File: config.mk
export PLATFORM = sky130hd
export DESIGN_NAME = bc_io_unit
export DESIGN_NICKNAME = d
export VERILOG_FILES = /design/src/rtl/bc_io_unit.sv
export SDC_FILE = /design/constraint.sdc
export NUM_CORES = 1
export LEC_CHECK = 0
export BUFFER_PORTS_ARGS = -buffer_cell sky130_fd_sc_hd__buf_4
export CAP_MARGIN = 20
export CORE_ASPECT_RATIO = 1.5
export CORE_MARGIN = 1.5
export CORE_UTILIZATION = 48
export DETAILED_ROUTE_END_ITERATION = 16
export PLACE_DENSITY = 0.83
export SLEW_MARGIN = 20
export SYNTH_ARGS = -nofsm -noshare
export SYNTH_HDL_FRONTEND = slang
export SYNTH_SLANG_ARGS = --single-unit
File: constraint.sdc
create_clock -name clk -period 2.8 [get_ports clk]
set_input_delay 0.56 -clock clk [delete_from_list [all_inputs] [get_ports clk]]
set_output_delay 0.56 -clock clk [all_outputs]
set_load 0.02 [all_outputs]
File: src/rtl/bc_io_unit.sv
// Basic-computer I/O unit: INPR/OUTR with FGI/FGO flags, IEN and registered irq,
// bridging controller I/O strobes to a valid/ready byte stream toward the device.
//
// state   | meaning
// TX_IDLE | OUTR empty, fgo = 1, tx_valid = 0
// TX_BUSY | OUTR holds an unsent byte, fgo = 0, tx_valid = 1
module bc_io_unit #(
    parameter int DATA_W = 8
) (
    input  logic              clk,
    input  logic              rst,
    input  logic              cpu_inp,
    input  logic              cpu_out,
    input  logic              cpu_ion,
    input  logic              cpu_iof,
    input  logic              irq_ack,
    input  logic [DATA_W-1:0] ac_lo,
    output logic [DATA_W-1:0] inpr_q,
    output logic              fgi,
    output logic              fgo,
    output logic              ien,
    output logic              irq,
    output logic              err_ovr,
    input  logic [DATA_W-1:0] rx_data,
    input  logic              rx_valid,
    output logic              rx_ready,
    output logic [DATA_W-1:0] tx_data,
    output logic              tx_valid,
    input  logic              tx_ready
);

    typedef enum logic {
        TX_IDLE = 1'b0,
        TX_BUSY = 1'b1
    } tx_state_t;

    tx_state_t         r_tx_state;
    logic [DATA_W-1:0] r_inpr;
    logic [DATA_W-1:0] r_outr;
    logic              r_fgi;
    logic              r_ien;
    logic              r_irq;
    logic              r_err_ovr;
    logic              w_rx_take;
    logic              w_fgo;

    assign w_rx_take = rx_valid & ~r_fgi;
    assign w_fgo     = (r_tx_state == TX_IDLE);

    // A capture wins over a same-cycle INP so a byte offered while fgi = 0 is never lost.
    always_ff @(posedge clk) begin
        if (rst) begin
            r_inpr <= '0;
            r_fgi  <= 1'b0;
        end else if (w_rx_take) begin
            r_inpr <= rx_data;
            r_fgi  <= 1'b1;
        end else if (cpu_inp) begin
            r_fgi  <= 1'b0;
        end
    end

    always_ff @(posedge clk) begin
        if (rst) begin
            r_tx_state <= TX_IDLE;
            r_outr     <= '0;
            r_err_ovr  <= 1'b0;
        end else begin
            case (r_tx_state)
                TX_IDLE: begin
                    if (cpu_out) begin
                        r_outr     <= ac_lo;
                        r_tx_state <= TX_BUSY;
                    end
                end
                TX_BUSY: begin
                    // OUT while busy (including the completing cycle) is dropped and flagged.
                    if (cpu_out)
                        r_err_ovr <= 1'b1;
                    if (tx_ready)
                        r_tx_state <= TX_IDLE;
                end
                default: r_tx_state <= TX_IDLE;
            endcase
        end
    end

    always_ff @(posedge clk) begin
        if (rst) begin
            r_ien <= 1'b0;
            r_irq <= 1'b0;
        end else begin
            if (irq_ack || cpu_iof)
                r_ien <= 1'b0;
            else if (cpu_ion)
                r_ien <= 1'b1;
            r_irq <= r_ien & (r_fgi | w_fgo);
        end
    end

    assign inpr_q   = r_inpr;
    assign fgi      = r_fgi;
    assign fgo      = w_fgo;
    assign ien      = r_ien;
    assign irq      = r_irq;
    assign err_ovr  = r_err_ovr;
    assign rx_ready = ~r_fgi;
    assign tx_data  = r_outr;
    assign tx_valid = (r_tx_state == TX_BUSY);

endmodule

==> summary.md <==
| Metric | Value |
|---|---|
| Status | complete, no violations |
| Critical path class | reg -> out |
| Total power | 0.6191 mW |
| Setup TNS | 0 ps |
| Post-CTS setup buffers | 0 |
| Die ar. | 2340 um2 |
| Max Slew Vio Count | 0 |
| First-pass DRT Iterations | 4 |
| Row count | 19 |
| Synthesized instance count | 90 |
| Synth Area in Adders | 0% |
| Hold WC Path Type | in -> reg |
| Largest family of logic cells by synthesized area | simple AND/OR/NAND/NOR gates |
| Xor-xnor portion of the synthesized cell area | 0% |
| CP required | ~2200 ps |
| Worst-Margin Slew | 455.0 ps |
| Largest fanout on the critical path | 15 |
| # diodes | 0 |
| Congestion Overflow GR | 0 |
| Number of global-route vias before repair | 797 |
| Syn nets | 115 |
| WP data arrival | 1150 ps |
| Core Region | between 1500 and 2000 um2 |
| Total Routing Usage GR | roughly a fifth |
| Dpl ws | ~1400 ps |
| Top cells by area, synth | dfxtp_1 43%, nand4bb_1 18%, o21ai_2 14% |
| DR WL/cell | about 13 um |
| Fmax | about 0.58 GHz |
| Via count | 821 |
| Largest net degree at the start of global routing | 38 |
| VDD IR max | roughly 0.37 mV |
| DRT iter0 DRCs | 3 |
| Endpoints failing setup | 0 |
| H-tree levels | 1 |
| Die height | just under 60 um |
| Worst stage delay on the critical path | 620 ps |
| Synth unique cells | 15 |
| CTS Buf Count | 3 |
| Mapped cell area | approximately 990 um2 |
| Share of cells above drive strength 1 | approximately half |
| Register bit total from synthesis | 21 |
| Max Cap Viol | 0 |
| P&R area growth vs syn | 35.53% |
| Layout Skew | ~3.5 ps |
| Placed inst area | between 1000 and 1500 um2 |
| CTS tree | built |
| Starting Density | 52.50% |
| Hold path depth | 2 |
| Post-synthesis mux area share | 0% |
| Sequential element share of the synthesized area | 42.64% |
| Final setup margin | between 1000 and 1500 ps |
| Post-DP HPWL | ~1500 um |
| Io pins | 48 |
| Slowest CP cell | dfxtp_1 |
| Fin area | around 1300 um2 |
| Hold Fails Final Rpt | 0 |
| Area leader, netlist | dfxtp_1 |
| Initial antenna violation count | 0 |
| Final period utilization | about three fifths |
| Grt met3 use | ~2.3% |
| DR vias/cell | ~5.3 |
| Clk slew on worst S/H paths | ~110 ps |
| CP Launch Type | flop |
| Slew headroom | approximately 70% |
| Routed wire length | about 2000 um |
| Worst-skew pair later-pin latency | between 200 and 300 ps |
| RSZ-0062 raised after global routing | no |
| Die Width | between 40 and 50 um |
| Nets@finish | 160 |
| Cts hold-fix bufs | 0 |
| YS warnings | 0 |
| Post-synthesis simple-gate area fraction | between 30% and 40% |
| Post-synth top area share | a little over two fifths |
| Drt drc | 0 |
| Global placer's final weighted congestion | between 0.6 and 0.7 |
| First-pass GRT wire length | around 3200 um |
| Power Density | between 400 and 500 nW/um2 |
| Leak | about 0.56 nW |
| Crit path capture type | output pin |
| Post-DRT Antenna Nets | 0 |
| Root buffer cell | clkbuf_4 |
| Top Usage Layer GRT | met2 |
| Minimum clock period | about 1700 ps |
| Met2 usage | about a third |
| Post_cts resized | 0 |
| GR Util met1 | 22.89% |
| Reg2Reg Depth | 2 |
| Critical path cell sequence | inv_1 -> buf_4 |
| Mapped Avg Cell Area | 10.95 um2 |
| Port Buffer Count | between 40 and 50 |
| CTS sink count | 21 |
| Synthesized-area fraction occupied by ao, oa, aoi and oai cells | approximately 17% |
| CTS max path bufs | 2 |
[cell families (layout without fill, tap and decap cells)]
family | Yosys count | in the layout
AOI/OAI and AO/OA | 20 | 20
buffers and inverters | 10 | 54
DFF | 21 | 21
and+or+nand+nor | 39 | 39
[synthesized netlist by cell type, drive strengths merged]
cell / count
dfxtp: 21
nor2: 4
and2b: 1
nor2b: 1
o21ai: 16
buf: 6
nand4bb: 16
inv: 3
nand2b: 16
a211oi: 3
nor4: 1
a21oi: 1
clkbuf: 1
[sequential cells by signal (all words and copies together) (netlist names)]
name      flops
irq           1
inpr_q        8
err_ovr       1
tx_data       8
tx_valid      1
ien           1
fgi           1
[cell type report]
class	instances	area, um2
clock buffers	4	26.28
fillers	149	541.8
inverters	3	11.26
multi-input cells	59	499.2
flip-flops and latches	21	420.4
well taps	21	26.28
repair buffers	47	352.8
[cells in the final DEF, fill, tap and decap left out]
master      n
a211oi_1    3
a21oi_1     1
and2b_4     1
buf_4      47
clkbuf_1    1
clkbuf_4    3
dfxtp_1    21
inv_1       3
nand2b_1   16
nand4bb_1  16
nor2_1      4
nor2b_4     1
nor4_2      1
o21ai_2    16
[critical path: cells and delay by family (launching register included)]
kind | cells | cell delay [ps]
buf+inv | 2 | 240
flops | 1 | 620
[final timing paths]
kind | from | end | slack [ps]
setup / recovery | tx_valid | fgo | 1090
hold / removal | cpu_iof | ien | 410
setup reg to reg | tx_valid | tx_valid | 1760
hold reg to reg | ien | irq | 460
[report_power, final]
part	switching [mW]	internal, mW	total [mW]
logic	0.0694	0.0760	0.145
registers	0.0160	0.317	0.333
clock network	0.0849	0.0554	0.140
total	0.170	0.449	0.619
[through the flow]
stage               utilization, %  hold WS, ps  cells
floorplan                        -        519.6     90
global placement             69.75        443.2    151
detailed placement           69.75        443.4    151
CTS                          71.15        400.1    155
global route                 71.15        387.8    155
finish                       71.15        407.7    155
[per-layer routing]
layer  routed length (um)  vias up
met1                  840      378
met2                 1014       33
met5                    0        -
met4                   13        0
li1                     -      408
met3                  128        2
No activity file was read; power rests on OpenSTA's default activity.
